**src/rtl/rgb_led_pwm.sv**
```systemverilog
// rgb_led_pwm: memory-mapped three-channel PWM driver for the board RGB LED.
// Each channel has an 8-bit brightness and an optional linear fade toward a
// target. Duty changes are latched only at a PWM period boundary, so the LED
// pins never show a truncated or stretched pulse.
module rgb_led_pwm #(
  parameter int FREQUENCY = 100_000_000,
  parameter int PWM_HZ    = 1000
) (
  input  logic        i_clock,
  input  logic        i_reset,
  input  logic        i_request,
  input  logic        i_rw,
  input  logic [2:0]  i_address,
  input  logic [31:0] i_wdata,
  output logic [31:0] o_rdata,
  output logic        o_ready,
  output logic [2:0]  o_led
);

  // Clocks per PWM tick, never below one.
  localparam int PRESCALE_RAW = FREQUENCY / (PWM_HZ * 256);
  localparam int PRESCALE     = (PRESCALE_RAW < 1) ? 1 : PRESCALE_RAW;
  localparam int PRESC_W      = (PRESCALE > 1) ? $clog2(PRESCALE) : 1;
  localparam logic [PRESC_W-1:0] PRESC_LAST = PRESC_W'(PRESCALE - 1);

  // Register map (word index).
  localparam logic [2:0] ADDR_CTRL    = 3'd0;
  localparam logic [2:0] ADDR_TARGET  = 3'd1;
  localparam logic [2:0] ADDR_FADE    = 3'd2;
  localparam logic [2:0] ADDR_CURRENT = 3'd3;
  localparam logic [2:0] ADDR_STATUS  = 3'd4;

  logic               enable_reg;
  logic               invert_reg;
  logic [15:0]        fade_reg;
  logic [15:0]        step_reg;
  logic [PRESC_W-1:0] presc_reg;
  logic [7:0]         period_reg;
  logic               ready_reg;
  logic [31:0]        rdata_reg;

  logic [23:0]        target_bus;
  logic [23:0]        current_bus;
  logic               wr_ctrl;
  logic               wr_target;
  logic               wr_fade;
  logic               step_wrap;
  logic               presc_wrap;
  logic               period_wrap;
  logic               busy;
  logic [31:0]        read_data;
  logic               unused_wdata;

  // Write strobes; read-only and unmapped indexes simply have no strobe.
  assign wr_ctrl   = i_request & i_rw & (i_address == ADDR_CTRL);
  assign wr_target = i_request & i_rw & (i_address == ADDR_TARGET);
  assign wr_fade   = i_request & i_rw & (i_address == ADDR_FADE);

  // The top write byte carries no register field.
  assign unused_wdata = ^i_wdata[31:24];

  // A fade step happens when the step counter reaches FADE-1.
  assign step_wrap   = (fade_reg != 16'd0) && (step_reg == (fade_reg - 16'd1));
  // PWM tick and end-of-period markers; nothing advances while disabled.
  assign presc_wrap  = enable_reg && (presc_reg == PRESC_LAST);
  assign period_wrap = presc_wrap && (period_reg == 8'hFF);

  assign busy = (current_bus != target_bus);

  // CTRL register: enable and invert bits.
  always_ff @(posedge i_clock or negedge i_reset) begin
    if (!i_reset) begin
      enable_reg <= 1'b0;
      invert_reg <= 1'b0;
    end else if (wr_ctrl) begin
      enable_reg <= i_wdata[0];
      invert_reg <= i_wdata[1];
    end
  end

  // FADE register: clocks per fade step, 0 means follow TARGET immediately.
  always_ff @(posedge i_clock or negedge i_reset) begin
    if (!i_reset) begin
      fade_reg <= 16'd0;
    end else if (wr_fade) begin
      fade_reg <= i_wdata[15:0];
    end
  end

  // Fade step counter: restarts on a FADE write, idles at 0 when FADE is 0.
  always_ff @(posedge i_clock or negedge i_reset) begin
    if (!i_reset) begin
      step_reg <= 16'd0;
    end else if (wr_fade || (fade_reg == 16'd0) || step_wrap) begin
      step_reg <= 16'd0;
    end else begin
      step_reg <= step_reg + 16'd1;
    end
  end

  // Prescaler and 8-bit period counter, both parked at 0 while disabled.
  always_ff @(posedge i_clock or negedge i_reset) begin
    if (!i_reset) begin
      presc_reg  <= '0;
      period_reg <= 8'd0;
    end else if (!enable_reg) begin
      presc_reg  <= '0;
      period_reg <= 8'd0;
    end else if (presc_wrap) begin
      presc_reg  <= '0;
      period_reg <= period_reg + 8'd1;
    end else begin
      presc_reg  <= presc_reg + PRESC_W'(1);
    end
  end

  // Per-channel TARGET, CURRENT, period-latched compare and output flop.
  genvar gi;
  generate
    for (gi = 0; gi < 3; gi++) begin : g_chan
      logic [7:0] target_reg;
      logic [7:0] current_reg;
      logic [7:0] compare_reg;
      logic       led_reg;

      // TARGET byte for this channel.
      always_ff @(posedge i_clock or negedge i_reset) begin
        if (!i_reset) begin
          target_reg <= 8'd0;
        end else if (wr_target) begin
          target_reg <= i_wdata[8*gi +: 8];
        end
      end

      // CURRENT: jump to TARGET when not fading, else one step per wrap.
      // A TARGET write landing on a wrap edge is seen only afterwards, so
      // the step in that cycle still heads toward the old target.
      always_ff @(posedge i_clock or negedge i_reset) begin
        if (!i_reset) begin
          current_reg <= 8'd0;
        end else if (fade_reg == 16'd0) begin
          current_reg <= target_reg;
        end else if (step_wrap) begin
          if (current_reg < target_reg) begin
            current_reg <= current_reg + 8'd1;
          end else if (current_reg > target_reg) begin
            current_reg <= current_reg - 8'd1;
          end
        end
      end

      // Compare latch: refreshed only at the period wrap or while disabled,
      // so a running period always completes with the duty it started with.
      always_ff @(posedge i_clock or negedge i_reset) begin
        if (!i_reset) begin
          compare_reg <= 8'd0;
        end else if (!enable_reg || period_wrap) begin
          compare_reg <= current_reg;
        end
      end

      // Registered PWM output with optional inversion.
      always_ff @(posedge i_clock or negedge i_reset) begin
        if (!i_reset) begin
          led_reg <= 1'b0;
        end else begin
          led_reg <= invert_reg ^ (enable_reg & (period_reg < compare_reg));
        end
      end

      assign target_bus[8*gi +: 8]  = target_reg;
      assign current_bus[8*gi +: 8] = current_reg;
      assign o_led[gi]              = led_reg;
    end
  endgenerate

  // Read multiplexer; unused bits and unmapped indexes return 0.
  always_comb begin
    read_data = 32'd0;
    case (i_address)
      ADDR_CTRL:    read_data = {30'd0, invert_reg, enable_reg};
      ADDR_TARGET:  read_data = {8'd0, target_bus};
      ADDR_FADE:    read_data = {16'd0, fade_reg};
      ADDR_CURRENT: read_data = {8'd0, current_bus};
      ADDR_STATUS:  read_data = {31'd0, busy};
      default:      read_data = 32'd0;
    endcase
  end

  // Bus acknowledge follows the request by one cycle; read data is captured
  // alongside it and otherwise held.
  always_ff @(posedge i_clock or negedge i_reset) begin
    if (!i_reset) begin
      ready_reg <= 1'b0;
      rdata_reg <= 32'd0;
    end else begin
      ready_reg <= i_request;
      if (i_request) begin
        rdata_reg <= read_data;
      end
    end
  end

  assign o_ready = ready_reg;
  assign o_rdata = rdata_reg;

endmodule
```
**config.mk**
```make
export PLATFORM = sky130hd
export DESIGN_NAME = rgb_led_pwm
export DESIGN_NICKNAME = d
export VERILOG_FILES = /design/src/rtl/rgb_led_pwm.sv
export SDC_FILE = /design/constraint.sdc
export NUM_CORES = 1
export LEC_CHECK = 0
export BUFFER_PORTS_ARGS = -buffer_cell sky130_fd_sc_hd__buf_2
export CAP_MARGIN = 0
export CELL_PAD_IN_SITES_DETAIL_PLACEMENT = 1
export CELL_PAD_IN_SITES_GLOBAL_PLACEMENT = 1
export CORE_ASPECT_RATIO = 0.9
export CORE_MARGIN = 2
export CORE_UTILIZATION = 43
export DETAILED_ROUTE_END_ITERATION = 7
export PLACE_DENSITY_LB_ADDON = 0.1
export REMOVE_ABC_BUFFERS = 1
export SYNTH_ARGS = -nofsm -noshare
export SYNTH_HDL_FRONTEND = slang
export SYNTH_SLANG_ARGS = --single-unit
```
**constraint.sdc**
```tcl
create_clock -name i_clock -period 4.1 [get_ports i_clock]
set_input_delay 0.205 -clock i_clock [delete_from_list [all_inputs] [get_ports i_clock]]
set_output_delay 0.205 -clock i_clock [all_outputs]
set_load 0.005 [all_outputs]
```
==> results of run 1 <==
[metal layers]
| metal | up-vias | track usage |
|---|---|---|
| li1 | 3617 | - |
| met1 | 3721 | 0.328 |
| met2 | 105 | 0.385 |
| met3 | 16 | 0.0398 |
| met4 | 0 | 0.0445 |
| met5 | - | 0 |
[layout by cell type (no fill, tap or decap), types with 14 or more instances in the layout]
cell type / instances
xor2_1: 25
dfrtp_1: 151
xnor2_1: 30
clkbuf_16: 17
buf_4: 25
a31oi_1: 14
nand2_1: 78
a21o_1: 17
ha_1: 69
nand4_1: 15
a21oi_1: 35
nor3_1: 15
nand3_1: 29
a22oi_1: 15
mux2_2: 42
inv_1: 82
o21ai_0: 56
o22ai_1: 22
nor2_1: 74
buf_2: 57
[timing repair]
| item | in CTS | in global routing |
|---|---|---|
| gates resized for setup | 0 | 3 |
| endpoints found under the hold margin | 70 | 0 |
| setup endpoints to repair | 0 | 1 |
| hold buffers | 3 | 0 |
[final cells by class]
class | instances | area (sq um)
multi-input combinational | 710 | 5010
clock inverter | 15 | 193
clock buffer | 17 | 425
fill | 2475 | 10800
tap | 291 | 364
sequential | 151 | 3780
inverter | 83 | 312
timing repair buffer | 86 | 514
[stage by stage]
step | power [W] | hold WS [ns] | util | area, sq um | instances
after floorplan | 0.00315 | -0.0906 | - | 9090 | 944
after global placement | 0.00364 | 0.269 | 0.464 | 9950 | 1318
after detailed placement | 0.00370 | 0.259 | 0.464 | 9950 | 1318
after CTS | 0.00540 | 0.000349 | 0.494 | 10600 | 1353
after global routing | 0.00572 | 0.00695 | 0.494 | 10600 | 1353
final | 0.00534 | 0.0137 | 0.494 | 10600 | 1353
[where the power goes]
part,total (W),internal [W],switching [W]
clock network,0.00165,0.000975,0.000678
registers,0.00205,0.00174,0.000308
logic,0.00163,0.000738,0.000896
[cells by family after synthesis]
family | after synthesis | synth area share
compound gates | 234 | 0.163
xor+xnor | 56 | 0.0542
fa+ha+maj | 72 | 0.0992
buf+inv | 135 | 0.0603
flops | 151 | 0.406
mux | 56 | 0.0673
other cells | 1 | 0.000403
simple gates | 284 | 0.149
[critical path: stages (launching register included)]
cell       delay [ns]
dfrtp_1          0.43
ha_1             0.32
a21o_1           0.18
a21o_1           0.21
a21o_1           0.17
a31oi_2          0.21
inv_2            0.13
ha_1             0.35
and3_1           0.20
a2111oi_1        0.39
buf_4            0.19
o21bai_1         0.06
a21oi_1          0.18
xnor2_1          0.10
or4_1            0.41
a31oi_1          0.17
[final timing paths]
path / end / cells past startpoint / from
min in group asynchronous: g_chan[2].target_reg[4]$_DFFE_PN0P_ / 2 / i_reset
worst min-delay path: fade_reg[4]$_DFFE_PN0P_ / 3 / i_wdata[4]
worst max register to register: g_chan[0].current_reg[7]$_DFFE_PN0P_ / 15 / g_chan[0].current_reg[6]$_DFFE_PN0P_
worst min register to register: o_rdata[0]$_DFFE_PN0P_ / 1 / o_rdata[0]$_DFFE_PN0P_
max in group asynchronous: o_rdata[0]$_DFFE_PN0P_ / 3 / i_reset
worst max-delay path: g_chan[0].current_reg[7]$_DFFE_PN0P_ / 15 / g_chan[0].current_reg[6]$_DFFE_PN0P_
==> results.toml, run 1 <==
[global_route]
grt_pass1_vias = 7805
grt_antenna_before_repair = 0
grt_pass1_wl_um = 42000
grt_overflow = 0
grt_max_degree = 72
grt_util_all_layers = 0.234

[sta]
rsz0062_at_grt = "false"
setup_viol = 0
setup_tns_ns = 0
fin_crit_ns = 3.76
setup_ws_ns = 0.342
worst_slew_pin_slew_ns = 0.869
finalCritPeriodShare = 0.917
slew_violations = 0
timing.fmax_mhz = 266
skew_ns = 0.0131
hold_viol_final = 0
max_slew_margin = 0.420

[synth]
post_synth_num_cell_types = 63
yosysSeqAreaShare = 0.406
yosys-top-cells-area = "dfrtp_1 41%, ha_1 9.3%, mux2_2 5.1%, inv_1 3.3%, nand2_1 3.1%"
synth_edf_count = 0
synth_cells = 989
synth-main-ff-cell = "dfrtp_1"
ys_warn_count = 0
ys_ff_latch = 151
yosysTopAreaCellShare = 0.406
synth_common_cells = "151 x dfrtp_1, 83 x inv_1, 78 x nand2_1, 74 x nor2_1, 69 x ha_1"
synth.most_common_cell = "dfrtp_1"
syn_area_sq_mm = 0.00931
synth_largest_area_cell = "dfrtp_1"
synth_area_per_cell_sq_um = 9.41
async_flop_share = 1.00

[setup_path]
critPathMaxFanout = 7
worstSetupPathType = "reg -> reg"
cp.arrival_ns = 4.10
startpoint_type = "register"
cp.required_ns = 4.44
rrSetupSlack_ns = 0.34
critPathCaptureType = "register"

[cells_and_area]
drive_gt1_frac = 0.165
syn_to_final_growth_pct = 13.9
nNetsFinal = 1160
diodes = 0

[routing]
vias = 7459
first_pass_iters = 4
met1_length_um = 12500
met2_length_um = 11800
antenna_left = 0
drc = 0
routed_wl_um = 25400
highest-signal-layer = "met4"
wl_per_cell_um = 18.8
drt_iter0_markers = 364
avgViaCountPerCell = 5.51
route.met3.wl_um = 818

[die]
pin_count = 75
die_x_um = 159
rows = 51
dieArea_sq_mm = 0.0228
core_sq_mm = 0.0214
initial_core_util = 0.434
die_h_um = 144

[placed_design]
place_ws_ns = 0.211
hpwl_um = 18800
numPortBuffers = 58
place.gp.congestion = 0.843

[clock_tree]
clkTransAtPathRegs_ns = 0.07
htree_levels = 4
insertion_delay_ns = 0.43
clock_path_buffers = 2
postCtsSetupBuffers = 0
cts_tree = "yes"
clock-sinks = 151
cts_buffers = 17
cts_root_buf = "clkbuf_16"

[status]
status = "finished, final reports clean"

[run]
cap_violations = 0

[power_and_ir_drop]
p_per_area_mw_per_mm2 = 504
ir_drop_mv = 0.278
p_leak_nw = 4.90

[min_path]
hold_path_class = "in -> reg"
Power figures use the tool's default switching activity.
==> run 2: changes to the inputs <==
Settings changed: PLACE_DENSITY_LB_ADDON 0.1 to 0.12.
==> run 2 against run 1 <==
Net effect: setup slack got worse by 0.039 ns; power decreased by 1.4%; sequential power about the same; hold slack improved by 0.0033 ns; cell count increased by 0.37%; sequential cell count unchanged.
==> results.toml, run 2 (same netlist as run 1, synthesis figures left out) <==
[status]
status = "finished, final reports clean"

[setup_path]
critPathMaxFanout = 7
critPathCaptureType = "register"
cp.required_ns = 4.46
rrSetupSlack_ns = 0.30
r2r_end = "g_chan[0].current_reg[7]$_DFFE_PN0P_"
rr_startpoint = "g_chan[0].current_reg[6]$_DFFE_PN0P_"
cp.arrival_ns = 4.16
worstSetupPathType = "reg -> reg"
r2r_cells = 15
startpoint_type = "register"

[routing]
antenna_left = 0
drc = 0
highest-signal-layer = "met4"
met1_length_um = 12500
wl_per_cell_um = 19.1
drt_iter0_markers = 369
routed_wl_um = 25900
route.met3.wl_um = 1010
first_pass_iters = 5
vias = 7508
met2_length_um = 12100
avgViaCountPerCell = 5.53

[die]
dieArea_sq_mm = 0.0228
pin_count = 75
die_h_um = 144
initial_core_util = 0.434
core_sq_mm = 0.0214
rows = 51
die_x_um = 159

[global_route]
grt_pass1_vias = 7803
grt_antenna_before_repair = 0
grt_pass1_wl_um = 42500
grt_max_degree = 103
grt_util_all_layers = 0.237
grt_overflow = 0

[min_path]
hold_path_class = "in -> reg"
hold_start = "i_wdata[5]"
min_path_cells = 2
min_to = "fade_reg[5]$_DFFE_PN0P_"

[cells_and_area]
nNetsFinal = 1165
syn_to_final_growth_pct = 14.1
layout_commonest_cell = "dfrtp_1"
stdcell_count = 1358
diodes = 0
layout_common_cells = "151 x dfrtp_1, 82 x inv_1, 78 x nand2_1, 74 x nor2_1, 69 x ha_1"
drive_gt1_frac = 0.160

[placed_design]
hpwl_um = 18500
dp.cells = 1315
numPortBuffers = 58
place.gp.congestion = 0.830

[clock_tree]
insertion_delay_ns = 0.44
cts_buffers = 17
postCtsSetupBuffers = 0
htree_levels = 4
clock_path_buffers = 2
clkTransAtPathRegs_ns = 0.07
clock-sinks = 151
cts_tree = "yes"
cts_root_buf = "clkbuf_16"

[sta]
finalCritPeriodShare = 0.926
fin_crit_ns = 3.80
skew_ns = 0.0210
timing.fmax_mhz = 263
hold_viol_final = 0
slew_violations = 0
rsz0062_at_grt = "false"
setup_tns_ns = 0
max_slew_margin = 0.296
setup_viol = 0
worst_slew_pin_slew_ns = 1.06

[power_and_ir_drop]
ir_drop_mv = 0.219
p_leak_nw = 4.91
p_per_area_mw_per_mm2 = 495

[run]
cap_violations = 0
==> run 2: critical path, stage by stage, from the launching register on <==
cell,delay [ns]
dfrtp_1,0.44
ha_1,0.32
a21o_1,0.18
a21o_1,0.21
a21o_1,0.17
a31oi_2,0.22
inv_2,0.14
ha_1,0.35
and3_1,0.21
a2111oi_1,0.39
buf_4,0.19
o21bai_1,0.06
a21oi_1,0.17
xnor2_1,0.10
or4_1,0.40
a31oi_1,0.17
==> run 2: layer usage <==
metal,track usage,vias up
met3,0.0387,20
met1,0.330,3759
met4,0.0608,0
li1,-,3616
met2,0.389,113
met5,0,-
==> run 2: area by class of cell <==
class / count / area [sq um]
clock buffer: 20 / 457
clock inverter: 12 / 116
fill: 2472 / 10800
inverter: 83 / 312
multi-input combinational: 710 / 5010
sequential: 151 / 3780
tap: 291 / 364
timing repair buffer: 91 / 584
==> run 2: what timing repair did <==
action / CTS / global route
gates resized for setup: 0 / 3
hold buffers: 11 / 0
setup endpoints to repair: 0 / 1
endpoints found under the hold margin: 111 / 0
==> run 2: worst max-delay path by stage <==
| stage | start | to | slack (ns) | cells after the start |
|---|---|---|---|---|
| 2_1_floorplan | g_chan[0].current_reg[6]$_DFFE_PN0P_ | g_chan[0].current_reg[7]$_DFFE_PN0P_ | 0.47 | 14 |
| 3_5_place_dp | g_chan[0].current_reg[6]$_DFFE_PN0P_ | g_chan[0].current_reg[7]$_DFFE_PN0P_ | 0.22 | 15 |
| 4_1_cts | g_chan[0].current_reg[6]$_DFFE_PN0P_ | g_chan[0].current_reg[7]$_DFFE_PN0P_ | 0.16 | 15 |
| 6_report | g_chan[0].current_reg[6]$_DFFE_PN0P_ | g_chan[0].current_reg[7]$_DFFE_PN0P_ | 0.30 | 15 |
| 3_3_place_gp | g_chan[0].current_reg[6]$_DFFE_PN0P_ | g_chan[0].current_reg[7]$_DFFE_PN0P_ | 0.21 | 15 |
| 5_1_grt | g_chan[0].current_reg[6]$_DFFE_PN0P_ | g_chan[0].current_reg[7]$_DFFE_PN0P_ | 0.04 | 15 |
==> run 2: power breakdown <==
part	internal [W]	switching, W
clock	0.000876	0.000695
combinational	0.000741	0.000903
sequential	0.00174	0.000304
total	0.00336	0.00190
==> run 2: stage by stage <==
step                      hold slack (ns)  setup WS, ns   util  total power [W]  cell area (sq um)
after floorplan                   -0.0906         0.470      -          0.00315               9090
after global placement              0.394         0.215  0.463          0.00363               9940
after detailed placement            0.393         0.220  0.463          0.00369               9940
after CTS                          0.0173         0.164  0.495          0.00529              10600
after global routing               0.0205        0.0373  0.496          0.00561              10600
final                              0.0170         0.303  0.496          0.00526              10600
